**src/rtl/playback_scheduler_if.sv**
```systemverilog
// Command/strobe bundle between keyboard decoder, scheduler and address datapath.
// The scheduler sits on the slave modport; the driving environment uses master.
interface playback_scheduler_if;
  logic        key_valid;
  logic [7:0]  key_code;
  logic        speed_up;
  logic        speed_down;
  logic        speed_reset;
  logic        restart_ack;
  logic        play;
  logic        forward;
  logic        sample_tick;
  logic        restart_req;
  logic [13:0] divider;

  modport slave (
    input  key_valid, key_code, speed_up, speed_down, speed_reset, restart_ack,
    output play, forward, sample_tick, restart_req, divider
  );

  modport master (
    output key_valid, key_code, speed_up, speed_down, speed_reset, restart_ack,
    input  play, forward, sample_tick, restart_req, divider
  );
endinterface

```
**src/rtl/playback_scheduler.sv**
```systemverilog
// Play/pause/restart sequencer plus programmable sample-rate strobe; keys act one cycle later,
// first tick lands divider clocks after play rises; no backpressure, restart_req holds until ack.
module playback_scheduler #(
  parameter int CLK_FREQ  = 50000000,
  parameter int BASE_RATE = 22000,
  parameter int DIV_STEP  = 64,
  parameter int DIV_MIN   = 568,
  parameter int DIV_MAX   = 9088
) (
  input logic                  clk,
  input logic                  rst_n,
  playback_scheduler_if.slave  bus
);

  localparam logic [13:0] DIV_DEF  = 14'(CLK_FREQ / BASE_RATE);
  localparam logic [13:0] STEP     = 14'(DIV_STEP);
  localparam logic [13:0] LIM_MIN  = 14'(DIV_MIN);
  localparam logic [13:0] LIM_MAX  = 14'(DIV_MAX);

  typedef enum logic [1:0] {PAUSED, PLAYING, RESTART} state_t;

  state_t      state_q, state_d;
  logic        resume_q, resume_d;
  logic        forward_q, forward_d;
  logic        tick_q, tick_d;
  logic [13:0] cnt_q, cnt_d;
  logic [13:0] pending_q, pending_d;
  logic [13:0] active_q, active_d;

  logic [7:0] key_uc;
  logic       key_e, key_d, key_f, key_b, key_r;
  logic       terminal;

  // Folding bit 5 makes letter matching case-insensitive.
  assign key_uc = bus.key_code & 8'hDF;
  assign key_e  = bus.key_valid && (key_uc == 8'h45);
  assign key_d  = bus.key_valid && (key_uc == 8'h44);
  assign key_f  = bus.key_valid && (key_uc == 8'h46);
  assign key_b  = bus.key_valid && (key_uc == 8'h42);
  assign key_r  = bus.key_valid && (key_uc == 8'h52);

  assign terminal = (cnt_q == active_q - 14'd1);

  always_comb begin
    state_d   = state_q;
    resume_d  = resume_q;
    forward_d = forward_q;
    pending_d = pending_q;
    active_d  = active_q;
    cnt_d     = '0;
    tick_d    = 1'b0;

    if (key_f) begin
      forward_d = 1'b1;
    end else if (key_b) begin
      forward_d = 1'b0;
    end

    case (state_q)
      PAUSED: begin
        if (key_e) begin
          state_d = PLAYING;
        end else if (key_r) begin
          state_d  = RESTART;
          resume_d = 1'b0;
        end
      end
      PLAYING: begin
        if (key_d) begin
          state_d = PAUSED;
        end else if (key_r) begin
          state_d  = RESTART;
          resume_d = 1'b1;
        end
      end
      RESTART: begin
        if (key_e) begin
          resume_d = 1'b1;
        end else if (key_d) begin
          resume_d = 1'b0;
        end
        if (bus.restart_ack) begin
          state_d = resume_d ? PLAYING : PAUSED;
        end
      end
      default: state_d = PAUSED;
    endcase

    // A terminal count that coincides with leaving PLAYING produces no tick.
    if (state_q == PLAYING && state_d == PLAYING) begin
      if (terminal) begin
        tick_d = 1'b1;
      end else begin
        cnt_d = cnt_q + 14'd1;
      end
    end

    // Saturation is tested before the step so the register never wraps.
    if (bus.speed_reset) begin
      pending_d = DIV_DEF;
    end else if (bus.speed_up && !bus.speed_down) begin
      pending_d = (pending_q < LIM_MIN + STEP) ? LIM_MIN : pending_q - STEP;
    end else if (bus.speed_down && !bus.speed_up) begin
      pending_d = (pending_q > LIM_MAX - STEP) ? LIM_MAX : pending_q + STEP;
    end

    // Running periods are never resized; a new divider takes effect at the wrap.
    if (state_q != PLAYING || terminal) begin
      active_d = pending_d;
    end
  end

  always_ff @(posedge clk or negedge rst_n) begin
    if (!rst_n) begin
      state_q   <= PAUSED;
      resume_q  <= 1'b0;
      forward_q <= 1'b1;
      tick_q    <= 1'b0;
      cnt_q     <= '0;
      pending_q <= DIV_DEF;
      active_q  <= DIV_DEF;
    end else begin
      state_q   <= state_d;
      resume_q  <= resume_d;
      forward_q <= forward_d;
      tick_q    <= tick_d;
      cnt_q     <= cnt_d;
      pending_q <= pending_d;
      active_q  <= active_d;
    end
  end

  assign bus.play        = (state_q == PLAYING);
  assign bus.restart_req = (state_q == RESTART);
  assign bus.forward     = forward_q;
  assign bus.sample_tick = tick_q;
  assign bus.divider     = active_q;

endmodule

```
**src/flat_wrapper.sv**
```systemverilog
// flat-port wrapper written by rule: the top's interface ports become plain ports
module playback_scheduler_flat 
#(
  parameter int CLK_FREQ  = 50000000,
  parameter int BASE_RATE = 22000,
  parameter int DIV_STEP  = 64,
  parameter int DIV_MIN   = 568,
  parameter int DIV_MAX   = 9088
)
  (clk, rst_n, bus_key_valid, bus_key_code, bus_speed_up, bus_speed_down, bus_speed_reset, bus_restart_ack, bus_play, bus_forward, bus_sample_tick, bus_restart_req, bus_divider);
  playback_scheduler_if bus_i ();
  input logic clk;
  input logic rst_n;
  input wire logic [$bits(bus_i.key_valid)-1:0] bus_key_valid;
  input wire logic [$bits(bus_i.key_code)-1:0] bus_key_code;
  input wire logic [$bits(bus_i.speed_up)-1:0] bus_speed_up;
  input wire logic [$bits(bus_i.speed_down)-1:0] bus_speed_down;
  input wire logic [$bits(bus_i.speed_reset)-1:0] bus_speed_reset;
  input wire logic [$bits(bus_i.restart_ack)-1:0] bus_restart_ack;
  output wire logic [$bits(bus_i.play)-1:0] bus_play;
  output wire logic [$bits(bus_i.forward)-1:0] bus_forward;
  output wire logic [$bits(bus_i.sample_tick)-1:0] bus_sample_tick;
  output wire logic [$bits(bus_i.restart_req)-1:0] bus_restart_req;
  output wire logic [$bits(bus_i.divider)-1:0] bus_divider;
  assign bus_i.key_valid = bus_key_valid;
  assign bus_i.key_code = bus_key_code;
  assign bus_i.speed_up = bus_speed_up;
  assign bus_i.speed_down = bus_speed_down;
  assign bus_i.speed_reset = bus_speed_reset;
  assign bus_i.restart_ack = bus_restart_ack;
  assign bus_play = bus_i.play;
  assign bus_forward = bus_i.forward;
  assign bus_sample_tick = bus_i.sample_tick;
  assign bus_restart_req = bus_i.restart_req;
  assign bus_divider = bus_i.divider;
  playback_scheduler #(.CLK_FREQ(CLK_FREQ), .BASE_RATE(BASE_RATE), .DIV_STEP(DIV_STEP), .DIV_MIN(DIV_MIN), .DIV_MAX(DIV_MAX)) u_core (.clk(clk), .rst_n(rst_n), .bus(bus_i));
endmodule
```
**config.mk**
```make
export PLATFORM = sky130hd
export DESIGN_NAME = playback_scheduler_flat
export DESIGN_NICKNAME = d
export VERILOG_FILES = /design/src/rtl/playback_scheduler_if.sv /design/src/rtl/playback_scheduler.sv /design/src/flat_wrapper.sv
export SDC_FILE = /design/constraint.sdc
export NUM_CORES = 1
export LEC_CHECK = 0
export CORE_UTILIZATION = 45
export DETAILED_ROUTE_END_ITERATION = 7
export HOLD_SLACK_MARGIN = 0.06
export MAX_ROUTING_LAYER = met4
export PLACE_DENSITY = 0.64
export SLEW_MARGIN = 25
export SYNTH_ARGS = -nofsm -noshare
export SYNTH_HDL_FRONTEND = slang
export SYNTH_SLANG_ARGS = --single-unit
```
**constraint.sdc**
```tcl
create_clock -name clk -period 4.56 [get_ports clk]
set_clock_uncertainty 0.05 [all_clocks]
set_input_delay 0.456 -clock clk [delete_from_list [all_inputs] [get_ports clk]]
set_output_delay 0.456 -clock clk [all_outputs]
set_load 0.02 [all_outputs]
```
======== Yosys cells after proc, flatten, opt, wreduce, memory -nomap -nowiden ========
Cells that the tools add are included.
word-level totals
  register bits ........................... 47
  bits of input ports ..................... 15
  output and inout port bits .............. 18
  logic and storage cells ................. 67
operators by class
  add/sub/neg operators ................... 4
  magnitude comparators ................... 2
  eq/ne operators ......................... 14
  mux-type cells .......................... 25
  reduce and logical (&&, ||, !) cells .... 15
operators with widths
  cell                                                  number
  two-way mux 14 bit                                    7
  equality test 7 x 6 -> 1 bit, second input constant   5
  adder 14 x 1 -> 14 bit, second input constant         1
  adder 14 x 7 -> 14 bit, second input constant         1
  equality test 14 bit                                  1
  > comparator 14 bit, second input constant            1
  < comparator 14 x 10 -> 1 bit, second input constant  1
  subtractor 14 x 1 -> 14 bit, second input constant    1
  subtractor 14 x 7 -> 14 bit, second input constant    1
  two-way mux 1 bit                                     12
  logical AND 1 bit                                     8
  two-way mux 2 bit                                     4
  != test 2 x 1 -> 1 bit, second input constant         3
  one-hot mux 2 bit (3 select lines)                    1
  AND reduction 5 bit                                   1
  equality test 2 x 1 -> 1 bit, second input constant   2
  != test 2 bit, second input constant                  2
  one-hot mux 1 bit (3 select lines)                    1
  nonzero test 3 bit                                    1
  equality test 2 bit, second input constant            1
  logical NOT 1 bit                                     2
  logical NOT 2 bit                                     1
  nonzero test 2 bit                                    1
  logical OR 1 bit                                      1

======== Depth between registers and ports, before layout ========
  depth in word-level cells ............... 11
  depth in mapped cells ................... 10
  mapped depth without buffers ............ 8

======== Worst setup path before layout ========
Ideal clock, no wire load.
  kind .................................... register -> register
  start point ............................. register u_core.active_q[8] (netlist: u_core.bus.divider[8])
  end point ............................... register u_core.active_q[13] (netlist: u_core.bus.divider[13])
  setup time .............................. 127 ps
  arrival time ............................ 3189 ps
  required time ........................... 4383 ps
  slack ................................... 1194 ps
  cell stages (with the launch flop) ...... 9
  path buffers ............................ 2
  period minus slack after synthesis ...... 3366 ps
  cells stage by stage .................... dfrtp_1 > buf_2 > or4_1 > or4_1 > a2111oi_0 > nand4_1 > o41ai_4 > buf_6 > mux2_1
on the way
  word-level cells in the longest chain between the ends .. 3
ends and longest elaborated chain
  what                         RTL line                   source
  start: declaration           playback_scheduler.sv:28   logic [13:0] active_q, active_d;
  start signal: assignment     playback_scheduler.sv:129  active_q <= active_d;
  subtractor 14 x 1 -> 14 bit  playback_scheduler.sv:42   assign terminal = (cnt_q == active_q - 14'd1);
  equality test 14 bit         playback_scheduler.sv:42
  logical OR 1 bit             playback_scheduler.sv:108  if (state_q != PLAYING || terminal) begin
Every way passes these cells.
A chain may end at the register's enable or synchronous reset.

======== Worst setup path after layout ========
  start point ............................. register u_core.active_q[8] (netlist: u_core.bus.divider[8])
  end point ............................... register u_core.active_q[3] (netlist: u_core.bus.divider[3])
The elaborated chain is that of the path after synthesis.

==> impl_metrics.py <==
metrics = {
    "routing": {
        "drt-total-wl_mm": 6.69,
        "wl_per_cell_um": 16.0,
        "met2_length_mm": 3.01,
        "viasPerCell": 5.92,
        "ant_nets": 0,
        "wl_met1_mm": 3.30,
        "wl_met3_um": 301,
        "first_pass_iters": 6,
        "post-route-drc-count": 6,
        "top_layer_used": "met4",
        "num_vias": 2480,
        "drt_first_iter_violations": 181,
    },
    "layout": {
        "stdcell_count": 419,
        "drive_above_1_share": 0.0994,
        "nets": 365,
        "diodes": 0,
        "area_growth_pct": 15.1,
        "fillers": 568,
        "fin_area_um2": 3480,
    },
    "clock_tree": {
        "cts_num_sinks": 47,
        "cts_tree": "done",
        "clk_latency_ps": 300,
        "clockRootBuffer": "clkbuf_8",
        "path_clk_slew_ps": 90,
        "h-tree-depth": 2,
        "cts_setup_buffers": 0,
        "cts_buffers": 5,
        "clock_tree.buffer_depth": 2,
        "cts_hold_repair.buffers": 0,
        "post_cts_resized": 0,
    },
    "placement": {
        "dpl_worst_slack_ps": 1140,
        "hpwl_mm": 4.92,
        "place_inst": 411,
        "dpl-instance-area_um2": 3390,
        "port_buffers": 31,
        "routabilityCongestion": 0.937,
    },
    "logic_synthesis": {
        "synth_ff_type": "dfrtp_1",
        "syn_avg_cell_area_um2": 9.61,
        "ys_ff_latch": 47,
        "synth_warnings": 0,
        "syn_area_um2": 3030,
        "synthArstFlopShare": 1.00,
        "netlist_instances": 315,
        "ys_seq_area_frac": 0.392,
        "synth_nets": 339,
        "synth_cell_types": 60,
        "synth_edf_count": 0,
    },
    "global_route": {
        "grt_max_degree": 48,
        "grt-ovfl-total": 0,
        "grt_pass1_wl_mm": 12.0,
        "grt_pass1_vias": 2420,
        "grt_use_total": 0.219,
        "antenna_found_initial": 0,
    },
    "outcome": {
        "status": "finished, violations left",
        "violations": "design-rule violations",
    },
    "critical_path": {
        "crit_fanout": 14,
        "crit_arrival_ps": 3540,
        "start_kind": "register",
        "cp-end-kind": "register",
        "worstPathRequired_ps": 4700,
        "rrSetupSlack_ps": 1160,
        "path_class": "register to register",
    },
    "worst_hold_path": {
        "hold_path.class": "input pin to asynchronous set/reset pin",
    },
    "job": {
        "drv_cap": 0,
    },
    "die": {
        "start_util": 0.471,
        "coreArea_um2": 6420,
        "io_pins": 33,
        "rows": 29,
        "die_y_um": 84.0,
        "dieArea_um2": 7060,
        "die_w_um": 84.0,
    },
    "power": {
        "p_leak_nw": 1.42,
        "power_mw": 1.07,
        "power_per_cell_area_nw_per_um2": 308,
        "ir_drop_mv": 0.188,
    },
    "sta": {
        "relSlewSlack": 0.591,
        "period_minus_slack_ps": 3400,
        "tightestPinTransition_ps": 608,
        "fmax_ghz": 0.294,
        "fin_ws_ps": 1160,
        "rsz0062_at_grt": "false",
        "finalHoldViolations": 0,
        "setup-tns-final_ps": 0,
        "setup_viol": 0,
        "fin_crit_sh": 0.746,
        "drv_slew": 0,
    },
}
## cell type report
type | instances | area [µm²] | share of cell area
multi-input cells | 242 | 1730 | 0.497
flip-flops and latches | 47 | 1190 | 0.341
repair buffers | 34 | 328 | 0.0941
well taps | 77 | 96.3 | 0.0276
clock buffers | 6 | 82.6 | 0.0237
inverters | 11 | 41.3 | 0.0118
clock inverters | 2 | 16.3 | 0.00467
## layout by cell type, fill, tap and decap left out, types with 8 or more instances in the layout
master and n:
xnor2_1 13, dfrtp_1 38, a21oi_1 9, nor2_1 17
mux2_1 10, nor3_1 22, clkdlybuf4s50_1 30, inv_1 11
ha_1 9, xor2_1 19, nor4_1 8, nand3_1 13
o21ai_0 12, dfstp_2 9, nand4_1 11
## flip-flops by register name, indices dropped and copies added (netlist names)
register                count
u_core.bus.divider         14
u_core.cnt_q               14
u_core.pending_q           14
u_core.state_q              2
u_core.bus.forward          1
u_core.bus.sample_tick      1
u_core.resume_q             1
## power breakdown
part / internal (mW) / total [mW] / switching (mW)
logic: 0.142 / 0.309 / 0.167
clock network: 0.124 / 0.265 / 0.141
registers: 0.450 / 0.501 / 0.0507
## metal layers
layer  GRT usage  vias to the layer above
met4      0.0596                        0
met1       0.305                     1198
met5           -                        -
met3      0.0376                        7
li1            -                     1218
met2       0.329                       57
## per-stage QoR
stage,hold slack [ps],utilization
floorplan,110,-
global placement,422,0.527
detailed placement,429,0.527
CTS,209,0.543
global route,232,0.543
finish,187,0.543
## kinds of logic (layout without fill, tap and decap cells)
| kind of cell | count (synthesis) | count (layout) | synth area share |
|---|---|---|---|
| AND/OR/NAND/NOR | 125 | 125 | 0.240 |
| AO/OA/AOI/OAI | 60 | 60 | 0.143 |
| flip-flops | 47 | 47 | 0.392 |
| XOR/XNOR | 32 | 32 | 0.0926 |
| buffers and inverters | 26 | 53 | 0.0355 |
| multiplexers | 16 | 16 | 0.0591 |
| adder cells (fa/ha/maj) | 9 | 9 | 0.0372 |
## final timing paths
| check | start | cells past startpoint | end |
|---|---|---|---|
| max | u_core.bus.divider[8]$_DFFE_PN0P_ | 7 | u_core.bus.divider[3]$_DFFE_PN0P_ |
| min | rst_n | 2 | u_core.bus.divider[2]$_DFFE_PN0P_ |
| max reg2reg | u_core.bus.divider[8]$_DFFE_PN0P_ | 7 | u_core.bus.divider[3]$_DFFE_PN0P_ |
| min reg2reg | u_core.resume_q$_DFFE_PN0P_ | 2 | u_core.resume_q$_DFFE_PN0P_ |
| max in group asynchronous | rst_n | 2 | u_core.cnt_q[3]$_DFF_PN0_ |
| min in group clk | u_core.resume_q$_DFFE_PN0P_ | 2 | u_core.resume_q$_DFFE_PN0P_ |
## worst max-delay path, stage by stage, from the launching register on
cell and delay (ps):
dfrtp_1 500, or4_1 600, or4_1 420, a2111oi_0 430
nand4_1 270, o41ai_4 390, buf_4 270, mux2_2 360
## synth_stat cells (3+ instances only)
cell type | instances | area share
a31oi_1 | 4 | 0.0083
clkbuf_1 | 12 | 0.015
nand2b_1 | 7 | 0.014
dfstp_2 | 9 | 0.078
inv_1 | 11 | 0.014
nor4_1 | 8 | 0.017
o41ai_1 | 3 | 0.0087
mux2_1 | 10 | 0.037
or4_1 | 5 | 0.012
and3_1 | 4 | 0.0083
nor3_1 | 22 | 0.036
nand2_1 | 7 | 0.0087
a21o_1 | 3 | 0.0074
nand3_1 | 13 | 0.021
mux2_2 | 5 | 0.019
a21oi_1 | 9 | 0.015
a211oi_1 | 3 | 0.0074
o21ai_0 | 12 | 0.020
nand4_1 | 11 | 0.023
and2_1 | 6 | 0.012
dfrtp_1 | 38 | 0.31
nor2_1 | 17 | 0.021
nor2b_1 | 5 | 0.010
or3_1 | 5 | 0.010
ha_1 | 9 | 0.037
xnor2_1 | 13 | 0.038
xor2_1 | 19 | 0.055
No activity file was read; power rests on OpenSTA's default activity.
